### config.mk
export PLATFORM = sky130hd
export DESIGN_NAME = crc_host_if_mc_flat
export DESIGN_NICKNAME = d
export VERILOG_FILES = /design/src/rtl/crc_host_if_mc_if.sv /design/src/rtl/crc_host_if_mc.sv /design/src/flat_wrapper.sv
export SDC_FILE = /design/constraint.sdc
export NUM_CORES = 1
export LEC_CHECK = 0
export CAP_MARGIN = 15
export CORE_AREA = 2 2 149 151
export CTS_BUF_LIST = sky130_fd_sc_hd__clkbuf_8 sky130_fd_sc_hd__clkbuf_16
export CTS_CLUSTER_SIZE = 24
export DETAILED_ROUTE_END_ITERATION = 16
export DIE_AREA = 0 0 151 153
export PLACE_DENSITY = 0.5
export SETUP_SLACK_MARGIN = 0.02
export SYNTH_ARGS = -nofsm -noshare
export SYNTH_HDL_FRONTEND = slang
export SYNTH_SLANG_ARGS = --single-unit
### constraint.sdc
create_clock -name HCLK -period 3.53 [get_ports HCLK]
set_clock_uncertainty 0.15 [all_clocks]
set_input_delay 0.706 -clock HCLK [delete_from_list [all_inputs] [get_ports HCLK]]
set_output_delay 0.706 -clock HCLK [all_outputs]
set_load 0.005 [all_outputs]
### src/rtl/crc_host_if_mc_if.sv
// AHB-Lite signal bundle between a bus master and the multi-channel CRC host front end.
interface crc_host_if_mc_if;
  logic        HSElx;
  logic        HWRITE;
  logic [31:0] HADDR;
  logic [1:0]  HTRANS;
  logic [2:0]  HSIZE;
  logic [31:0] HWDATA;
  logic        HREADY;
  logic [31:0] HRDATA;
  logic        HREADYOUT;
  logic        HRESP;

  modport master (
    output HSElx, HWRITE, HADDR, HTRANS, HSIZE, HWDATA, HREADY,
    input  HRDATA, HREADYOUT, HRESP
  );

  modport slave (
    input  HSElx, HWRITE, HADDR, HTRANS, HSIZE, HWDATA, HREADY,
    output HRDATA, HREADYOUT, HRESP
  );
endinterface

### src/rtl/crc_host_if_mc.sv
// AHB-Lite slave front end for NUM_CH CRC engines: per-channel register decode, control
// registers, back-pressure stalls and two-cycle ERROR responses.
module crc_host_if_mc #(
  parameter int  NUM_CH   = 2,
  parameter int  CH_SHIFT = 5,
  parameter int  ERR_EN   = 1,
  localparam int CH_W     = (NUM_CH > 1) ? $clog2(NUM_CH) : 1
) (
  input  logic                  HCLK,
  input  logic                  HRESET,
  crc_host_if_mc_if.slave       ahb,
  output logic [31:0]           bus_wr,
  output logic [1:0]            bus_size,
  output logic [NUM_CH-1:0]     buffer_write_en,
  output logic [NUM_CH-1:0]     dr_read_en,
  output logic [NUM_CH-1:0]     crc_init_en,
  output logic [NUM_CH-1:0]     crc_idr_en,
  output logic [NUM_CH-1:0]     crc_poly_en,
  output logic [NUM_CH-1:0]     reset_chain,
  output logic [2*NUM_CH-1:0]   crc_poly_size,
  output logic [2*NUM_CH-1:0]   rev_in_type,
  output logic [NUM_CH-1:0]     rev_out_type,
  input  logic [32*NUM_CH-1:0]  crc_out,
  input  logic [32*NUM_CH-1:0]  crc_init_out,
  input  logic [32*NUM_CH-1:0]  crc_poly_out,
  input  logic [8*NUM_CH-1:0]   crc_idr_out,
  input  logic [NUM_CH-1:0]     buffer_full,
  input  logic [NUM_CH-1:0]     read_wait,
  input  logic [NUM_CH-1:0]     reset_pending
);

  // IDLE: no transfer | DATA: data phase (may stall) | ERR1/ERR2: two-cycle ERROR response
  typedef enum logic [1:0] {S_IDLE, S_DATA, S_ERR1, S_ERR2} state_t;

  localparam logic [2:0] OFF_DR   = 3'd0;
  localparam logic [2:0] OFF_IDR  = 3'd1;
  localparam logic [2:0] OFF_CR   = 3'd2;
  localparam logic [2:0] OFF_STAT = 3'd3;
  localparam logic [2:0] OFF_INIT = 3'd4;
  localparam logic [2:0] OFF_POL  = 3'd5;

  state_t            state, state_nxt;
  logic [31:0]       a_chn;
  logic [2:0]        a_off;
  logic              a_valid, a_bad, take, stall, done, wr_done, rd_done;
  logic              hready_o, hresp_o;
  logic [CH_W-1:0]   d_ch;
  logic [2:0]        d_off;
  logic              d_wr, d_bad;
  logic [1:0]        d_size;
  logic [NUM_CH-1:0] ch_sel;
  logic [31:0]       rdata;
  logic              addr_lsb_unused;

  // The full upper address is compared so addresses beyond the last window are rejected.
  assign a_chn           = ahb.HADDR >> CH_SHIFT;
  assign a_off           = ahb.HADDR[4:2];
  assign addr_lsb_unused = ^ahb.HADDR[1:0];
  assign a_valid         = ahb.HSElx & ahb.HREADY & ahb.HTRANS[1];
  assign a_bad           = (a_chn >= 32'(NUM_CH)) | (a_off > OFF_POL) |
                           (ahb.HWRITE & (a_off == OFF_STAT)) | (ahb.HSIZE > 3'd2);
  assign take            = a_valid & hready_o;

  assign stall = (state == S_DATA) & ~d_bad & (
                   ((d_off == OFF_DR)   &  d_wr & buffer_full[d_ch]) |
                   ((d_off == OFF_DR)   & ~d_wr & read_wait[d_ch])   |
                   ((d_off == OFF_INIT) &  d_wr & reset_pending[d_ch]));

  always_ff @(posedge HCLK) begin
    if (HRESET) state <= S_IDLE;
    else        state <= state_nxt;
  end

  always_comb begin
    state_nxt = state;
    case (state)
      S_IDLE, S_DATA, S_ERR2: begin
        if (hready_o) begin
          if (!take)                      state_nxt = S_IDLE;
          else if (a_bad && (ERR_EN != 0)) state_nxt = S_ERR1;
          else                            state_nxt = S_DATA;
        end
      end
      S_ERR1:  state_nxt = S_ERR2;
      default: state_nxt = S_IDLE;
    endcase
  end

  always_comb begin
    hready_o = 1'b1;
    hresp_o  = 1'b0;
    done     = 1'b0;
    case (state)
      S_DATA: begin
        hready_o = ~stall;
        done     = ~stall & ~d_bad;
      end
      S_ERR1: begin
        hready_o = 1'b0;
        hresp_o  = 1'b1;
      end
      S_ERR2:  hresp_o = 1'b1;
      default: ;
    endcase
  end

  always_ff @(posedge HCLK) begin
    if (HRESET) begin
      d_ch   <= '0;
      d_off  <= '0;
      d_wr   <= 1'b0;
      d_bad  <= 1'b0;
      d_size <= '0;
    end else if (take) begin
      d_ch   <= a_chn[CH_W-1:0];
      d_off  <= a_off;
      d_wr   <= ahb.HWRITE;
      d_bad  <= a_bad;
      d_size <= ahb.HSIZE[1:0];
    end
  end

  assign wr_done = done & d_wr;
  assign rd_done = done & ~d_wr;
  assign ch_sel  = NUM_CH'(1) << d_ch;

  assign buffer_write_en = (wr_done && d_off == OFF_DR)   ? ch_sel : '0;
  assign dr_read_en      = (rd_done && d_off == OFF_DR)   ? ch_sel : '0;
  assign crc_idr_en      = (wr_done && d_off == OFF_IDR)  ? ch_sel : '0;
  assign crc_init_en     = (wr_done && d_off == OFF_INIT) ? ch_sel : '0;
  assign crc_poly_en     = (wr_done && d_off == OFF_POL)  ? ch_sel : '0;
  assign reset_chain     = (wr_done && d_off == OFF_CR && ahb.HWDATA[0]) ? ch_sel : '0;

  always_ff @(posedge HCLK) begin
    if (HRESET) begin
      rev_out_type  <= '0;
      rev_in_type   <= '0;
      crc_poly_size <= '0;
    end else if (wr_done && d_off == OFF_CR) begin
      rev_out_type[d_ch]          <= ahb.HWDATA[7];
      rev_in_type[2*d_ch +: 2]    <= ahb.HWDATA[6:5];
      crc_poly_size[2*d_ch +: 2]  <= ahb.HWDATA[4:3];
    end
  end

  always_comb begin
    rdata = '0;
    if (rd_done) begin
      case (d_off)
        OFF_DR:   rdata = crc_out[32*d_ch +: 32];
        OFF_IDR:  rdata = {24'h0, crc_idr_out[8*d_ch +: 8]};
        OFF_CR:   rdata = {24'h0, rev_out_type[d_ch], rev_in_type[2*d_ch +: 2],
                           crc_poly_size[2*d_ch +: 2], 3'h0};
        OFF_STAT: rdata = {29'h0, reset_pending[d_ch], read_wait[d_ch], buffer_full[d_ch]};
        OFF_INIT: rdata = crc_init_out[32*d_ch +: 32];
        OFF_POL:  rdata = crc_poly_out[32*d_ch +: 32];
        default:  rdata = '0;
      endcase
    end
  end

  assign ahb.HRDATA    = rdata;
  assign ahb.HREADYOUT = hready_o;
  assign ahb.HRESP     = hresp_o;
  assign bus_wr        = ahb.HWDATA;
  assign bus_size      = d_size;

endmodule

### src/flat_wrapper.sv
// flat-port wrapper written by rule: the top's interface ports become plain ports
module crc_host_if_mc_flat 
#(
  parameter int  NUM_CH   = 2,
  parameter int  CH_SHIFT = 5,
  parameter int  ERR_EN   = 1,
  localparam int CH_W     = (NUM_CH > 1) ? $clog2(NUM_CH) : 1
)
  (HCLK, HRESET, bus_wr, bus_size, buffer_write_en, dr_read_en, crc_init_en, crc_idr_en, crc_poly_en, reset_chain, crc_poly_size, rev_in_type, rev_out_type, crc_out, crc_init_out, crc_poly_out, crc_idr_out, buffer_full, read_wait, reset_pending, ahb_HSElx, ahb_HWRITE, ahb_HADDR, ahb_HTRANS, ahb_HSIZE, ahb_HWDATA, ahb_HREADY, ahb_HRDATA, ahb_HREADYOUT, ahb_HRESP);
  crc_host_if_mc_if ahb_i ();
  input  logic HCLK;
  input  logic HRESET;
  output logic [31:0] bus_wr;
  output logic [1:0] bus_size;
  output logic [NUM_CH-1:0] buffer_write_en;
  output logic [NUM_CH-1:0] dr_read_en;
  output logic [NUM_CH-1:0] crc_init_en;
  output logic [NUM_CH-1:0] crc_idr_en;
  output logic [NUM_CH-1:0] crc_poly_en;
  output logic [NUM_CH-1:0] reset_chain;
  output logic [2*NUM_CH-1:0] crc_poly_size;
  output logic [2*NUM_CH-1:0] rev_in_type;
  output logic [NUM_CH-1:0] rev_out_type;
  input  logic [32*NUM_CH-1:0] crc_out;
  input  logic [32*NUM_CH-1:0] crc_init_out;
  input  logic [32*NUM_CH-1:0] crc_poly_out;
  input  logic [8*NUM_CH-1:0] crc_idr_out;
  input  logic [NUM_CH-1:0] buffer_full;
  input  logic [NUM_CH-1:0] read_wait;
  input  logic [NUM_CH-1:0] reset_pending;
  input wire logic [$bits(ahb_i.HSElx)-1:0] ahb_HSElx;
  input wire logic [$bits(ahb_i.HWRITE)-1:0] ahb_HWRITE;
  input wire logic [$bits(ahb_i.HADDR)-1:0] ahb_HADDR;
  input wire logic [$bits(ahb_i.HTRANS)-1:0] ahb_HTRANS;
  input wire logic [$bits(ahb_i.HSIZE)-1:0] ahb_HSIZE;
  input wire logic [$bits(ahb_i.HWDATA)-1:0] ahb_HWDATA;
  input wire logic [$bits(ahb_i.HREADY)-1:0] ahb_HREADY;
  output wire logic [$bits(ahb_i.HRDATA)-1:0] ahb_HRDATA;
  output wire logic [$bits(ahb_i.HREADYOUT)-1:0] ahb_HREADYOUT;
  output wire logic [$bits(ahb_i.HRESP)-1:0] ahb_HRESP;
  assign ahb_i.HSElx = ahb_HSElx;
  assign ahb_i.HWRITE = ahb_HWRITE;
  assign ahb_i.HADDR = ahb_HADDR;
  assign ahb_i.HTRANS = ahb_HTRANS;
  assign ahb_i.HSIZE = ahb_HSIZE;
  assign ahb_i.HWDATA = ahb_HWDATA;
  assign ahb_i.HREADY = ahb_HREADY;
  assign ahb_HRDATA = ahb_i.HRDATA;
  assign ahb_HREADYOUT = ahb_i.HREADYOUT;
  assign ahb_HRESP = ahb_i.HRESP;
  crc_host_if_mc #(.NUM_CH(NUM_CH), .CH_SHIFT(CH_SHIFT), .ERR_EN(ERR_EN)) u_core (.HCLK(HCLK), .HRESET(HRESET), .ahb(ahb_i), .bus_wr(bus_wr), .bus_size(bus_size), .buffer_write_en(buffer_write_en), .dr_read_en(dr_read_en), .crc_init_en(crc_init_en), .crc_idr_en(crc_idr_en), .crc_poly_en(crc_poly_en), .reset_chain(reset_chain), .crc_poly_size(crc_poly_size), .rev_in_type(rev_in_type), .rev_out_type(rev_out_type), .crc_out(crc_out), .crc_init_out(crc_init_out), .crc_poly_out(crc_poly_out), .crc_idr_out(crc_idr_out), .buffer_full(buffer_full), .read_wait(read_wait), .reset_pending(reset_pending));
endmodule
# Word-level counts from Yosys, hierarchy flattened
# Index checks and enable logic that the tools add are counted.
[op_classes]
addsub = 1
n_lt_le_gt_ge = 5
eq_ne = 10
shift = 10
muxes = 28
bitwise = 23
n_reduce_logical = 12
[ops]
columns = ["operator", "count"]
rows = [
  ["$pmux 32 s6", 1],
  ["$shiftx 64x7->32", 3],
  ["$shiftx 2x34->4", 2],
  ["$neg 2->34", 1],
  ["$shift 2x34->4 const A", 1],
  ["$mux 32", 1],
  ["$ge 27x2->1 const B", 1],
  ["$mux 2", 9],
  ["$shiftx 16x5->8", 1],
  ["$and 1x1->1", 15],
  ["$mux 1", 11],
  ["$eq 3x2->1 const B", 3],
  ["$bwmux 4", 2],
  ["$logic_and 1x1->1", 8],
  ["$shiftx 4x3->2", 2],
  ["$eq 3x3->1 const B", 2],
  ["$or 1x1->1", 5],
  ["$eq 2x2->1 const B", 2],
  ["$pmux 2 s2", 1],
  ["$eq 3x1->1 const B", 1],
  ["$gt 3x2->1 const B", 1],
  ["$gt 3x3->1 const B", 1],
  ["$logic_not 3->1", 1],
  ["$not 1->1", 3],
  ["other kinds (11)", 11],
]
[word_totals]
regBits = 20
in_bits = 288

# Logic depth before layout (Yosys ltp)
[depth]
word_depth = 13
mapped_depth = 9
depth_no_buf = 6

# Worst setup path after synthesis
# OpenSTA, ideal clock, no wires.
[synth_path]
kind = "reg-to-output"
start = "reg u_core.d_off[0]"
end = "out ahb_HRDATA[0]"
arrival_ps = 1625
path_slack_ps = 1049
path_stages_with_launch = 7
n_path_buf = 2
path_cell_list = "dfxtp_1 > buf_6 > buf_2 > mux2_2 > mux4_2 > a22oi_1 > nor2_1"
[synth_via]
elab_chain_len = 11
word_cells_on_any_way = 21
cone_classes = "5 x eq/ne; 3 x mux; 12 x bitwise; 1 x reduce/logical"
[synth_lines]
columns = ["element", "line", "rtl"]
rows = [
  ["from (decl)", "crc_host_if_mc.sv:48", "logic [2:0] d_off;"],
  ["from (signal assigned)", "crc_host_if_mc.sv:116", "d_off <= a_off;"],
  ["$logic_not 3->1", "crc_host_if_mc.sv:65, crc_host_if_mc.sv:66, crc_host_if_mc.sv:149", ""],
  ["$and 1x1->1 (on tied branches) (2 in a row)", "crc_host_if_mc.sv:65, crc_host_if_mc.sv:66", ""],
  ["$or 1x1->1", "crc_host_if_mc.sv:65", "((d_off == OFF_DR) & d_wr & buffer_full[d_ch]) |"],
  ["$or 1x1->1", "crc_host_if_mc.sv:66", "((d_off == OFF_DR) & ~d_wr & read_wait[d_ch]) |"],
  ["$and 1x1->1", "crc_host_if_mc.sv:64", "assign stall = (state == S_DATA) & ~d_bad & ("],
  ["$not 1->1", "crc_host_if_mc.sv:96", "done = ~stall & ~d_bad;"],
  ["$and 1x1->1", "crc_host_if_mc.sv:96", ""],
  ["$mux 1", "crc_host_if_mc.sv:93", "case (state)"],
  ["$and 1x1->1", "crc_host_if_mc.sv:124", "assign rd_done = done & ~d_wr;"],
  ["$mux 32 (*)", "crc_host_if_mc.sv:148", "if (rd_done) begin"],
  ["to (decl)", "flat_wrapper.sv:38", "output wire logic [$bits(ahb_i.HRDATA)-1:0] ahb_HRDATA;"],
]
# Every way passes the cells marked *; elsewhere a longest branch is shown, timed or not.

# Final worst setup path
[layout_path]
start = "in crc_poly_out[6]"
end = "out ahb_HRDATA[6]"
[layout_via]
elab_chain_len = 3
[layout_lines]
columns = ["element", "line", "rtl"]
rows = [
  ["from (decl)", "flat_wrapper.sv:26", "input logic [32*NUM_CH-1:0] crc_poly_out;"],
  ["$shiftx 64x7->32", "crc_host_if_mc.sv:156", "OFF_POL: rdata = crc_poly_out[32*d_ch +: 32];"],
  ["$pmux 32 s6", "crc_host_if_mc.sv:149", "case (d_off)"],
  ["$mux 32", "crc_host_if_mc.sv:148", ""],
]
# No other way between the ends.

==> metrics.txt <==
largest net degree at the start of global routing=51; Die Y=153 um; worst slew pin tran=766 ps; Reg2Reg Depth=7; clk root buf=clkbuf_16; peak supply drop=0.127 mV; number of antenna violations at the first check in global routing=0; number of synthesized register bits=20; Worst R2R Start=u_core.d_off[0]; Synth Warn #=0; pre-CTS setup slack=-39.5 ps; setup violators final=0; DRT met1 WL=7.28 mm; Longest Clk Path Bufs=2; H-Tree Depth=1; status=completed; number of max-cap violations=0; crit-path max FO=1; post-layout minimum cycle time=3410 ps; HP Start=u_core.d_bad; Vias=4,279; first-pass GRT wire length=25.2 mm; Filler Cells Inserted=2,309; area of the core=21,500 sq um; number of port buffers=322; Crit Path Category=in -> out; CTS tree=done; Area contributors post-synth=mux2i_1, dfxtp_1, nor2_1, buf_4, mux4_2; Seq/Total Area, Yosys=12.2%; Synth Instances=448; hold buffers post-CTS=0; Slew Limit Headroom=48.8%; WL met2=8.21 mm; leakage=2.31 nW; die area=23,100 sq um; Area Overhead vs Synth=106%; critical path depth in cells=6; R2R Setup Slk=1150 ps; Fmax achieved=294 MHz; Worst-Skew Late Latency=250 ps; Crit path max-delay family=buffers and inverters; CP bufs+invs=2; endpoints failing hold=0; Worst Setup End Kind=output port; Detail Route Antenna Nets=0; layout cells sized above 1=9.14%; Num CTS Buffers=3; Avg Cell Area, Syn=7.35 sq um; DR pass1 iterations=4; Crit-path slowest cell=mux4_2; die width=151 um; HP Class=reg -> reg; CP max stage delay=490 ps; CP arrival=2550 ps; nets@finish=1,011; Critical Path RT=2670 ps; WL per Instance=17.3 um; synth cell count leaders=nor2_1, mux2i_1, a21oi_1; Final HPWL DP=14.0 mm; initial core utilization=15.3%; io pins=378; ys async rst share=0%; antenna cells=0; Vias per Instance=4.27; Crit path top cell by count=clkdlybuf4s50_1; Worst setup SP type=input port; top-count cell post-synth=nor2_1; met3 WL=1.55 mm; worst hold stages=2; Netlist cell types=43; CTS clk-pin slew, worst paths=60 ps; TNS Setup=0 ps; Highest Signal Layer=met4; sink of the worst hold path=u_core.d_bad; Cell Rows=54; post-synth top area share=21.6%; CP cell instances=clkdlybuf4s50_1 > mux2_2 > mux4_2 > a21oi_1 > nor2_1 > clkdlybuf4s50_1; setup ws final=124 ps; number of global-route vias before repair=4,429; Clock Sinks=20; Synth Cell Area=3290 sq um; max-slew violation count=0; reg-to-reg endpoint=u_core.state[1]; grt ovf=0; unrepaired setup endpoints after global routing=false; Post-synth top flop=dfxtp_1; post-synth net total=736; Final Wtd Congestion=0.755; 1st-iter DRT viols=106; Tot GR Track Use=14.1%; area leader, netlist=mux2i_1; pwr/cell area=153 nW/um^2; DRC=0; Routed WL=17.4 mm; number of synthesized flops with an enable pin=0; period utilization=96.5%
layer usage:
layer,up-vias,GRT usage [%]
li1,2151,-
met3,22,2.84
met2,214,24.9
met4,0,3.43
met1,1892,17.3
met5,-,0
worst reg2reg max path: cells and delay by family, from the launching register on:
family | cells | cell delay [ps]
AOI/OAI and AO/OA | 3 | 580
DFF | 1 | 510
buffers and inverters | 3 | 630
and+or+nand+nor | 1 | 400
timing repair:
item	in CTS	in global routing
endpoints found under the hold margin	0	0
resized for setup	2	6
endpoints found under the setup margin	3	16
buffers inserted	0	1
pin swaps	0	1
registers in the layout (all words and copies together), names as in the netlist:
register	cells
u_core.crc_poly_size	4
u_core.rev_in_type	4
u_core.d_off	3
u_core.bus_size	2
u_core.rev_out_type	2
u_core.state	2
u_core.d_bad	1
u_core.d_ch	1
u_core.d_wr	1
cell families after synthesis:
group | count (synthesis) | share of synthesized area, %
and+or+nand+nor | 148 | 20.0
buffers and inverters | 72 | 13.1
AOI/OAI and AO/OA | 109 | 19.8
muxes | 99 | 34.9
DFF | 20 | 12.2
area by class of cell:
class                   count  area, sq um  share of cell area (%)
well taps                 280          350                    5.16
inverters                   2         7.51                   0.111
flip-flops and latches     20          408                    6.01
clock inverters             1         3.75                  0.0553
multi-input cells         356         2490                    36.6
clock buffers               3         75.1                    1.11
repair buffers            340         3460                    50.9
metrics by stage:
step                      utilization, %  hold slack [ps]  total power, mW  cell area (sq um)  cells
final                               31.6              351             1.04               6790   1002
after global routing                31.6              369             1.11               6790   1002
after CTS                           31.4              353             1.05               6750   1001
after detailed placement            31.0              345            0.803               6660    997
after global placement              31.0              338            0.801               6660    997
after floorplan                        -              317            0.457               3290    448
power by group:
| group | internal [mW] | switching, mW | total (mW) |
|---|---|---|---|
| Combinational | 0.379 | 0.178 | 0.557 |
| Clock | 0.151 | 0.0882 | 0.239 |
| Sequential | 0.229 | 0.00919 | 0.239 |
| Total | 0.760 | 0.276 | 1.04 |
placed cells by master (no fill, tap or decap), types with 2 or more instances in the layout:
master,synthesis,routed
clkdlybuf4s50_1,0,319
nor2_1,77,75
mux2i_1,71,71
a21oi_1,36,36
nand2_1,29,29
o21ai_0,24,24
a211oi_1,24,24
dfxtp_1,20,18
mux2_2,17,17
mux4_2,11,11
buf_4,33,11
nand3_1,9,9
o21ai_1,8,8
nor4_1,7,7
buf_12,0,6
o22ai_1,5,5
nor3_1,5,4
a22oi_1,4,4
nor2_2,1,3
nand4_1,3,3
clkbuf_16,0,3
or3_1,3,2
nor3b_1,2,2
nand2b_1,3,2
nor3_2,1,2
a21oi_2,2,2
dlymetal6s2s_1,0,2
dfxtp_4,0,2
how the worst max path moves through the flow:
stage,startpoint,to,slack [ps]
detailed placement,buffer_full[1],crc_init_en[0],-40
CTS,buffer_full[1],crc_idr_en[0],40
finish,crc_poly_out[6],ahb_HRDATA[6],120
floorplan,u_core.d_off[0],ahb_HRDATA[0],1050
global route,crc_poly_out[39],ahb_HRDATA[7],20
global placement,buffer_full[1],crc_init_en[0],-20
No activity file was read; power rests on OpenSTA's default activity.
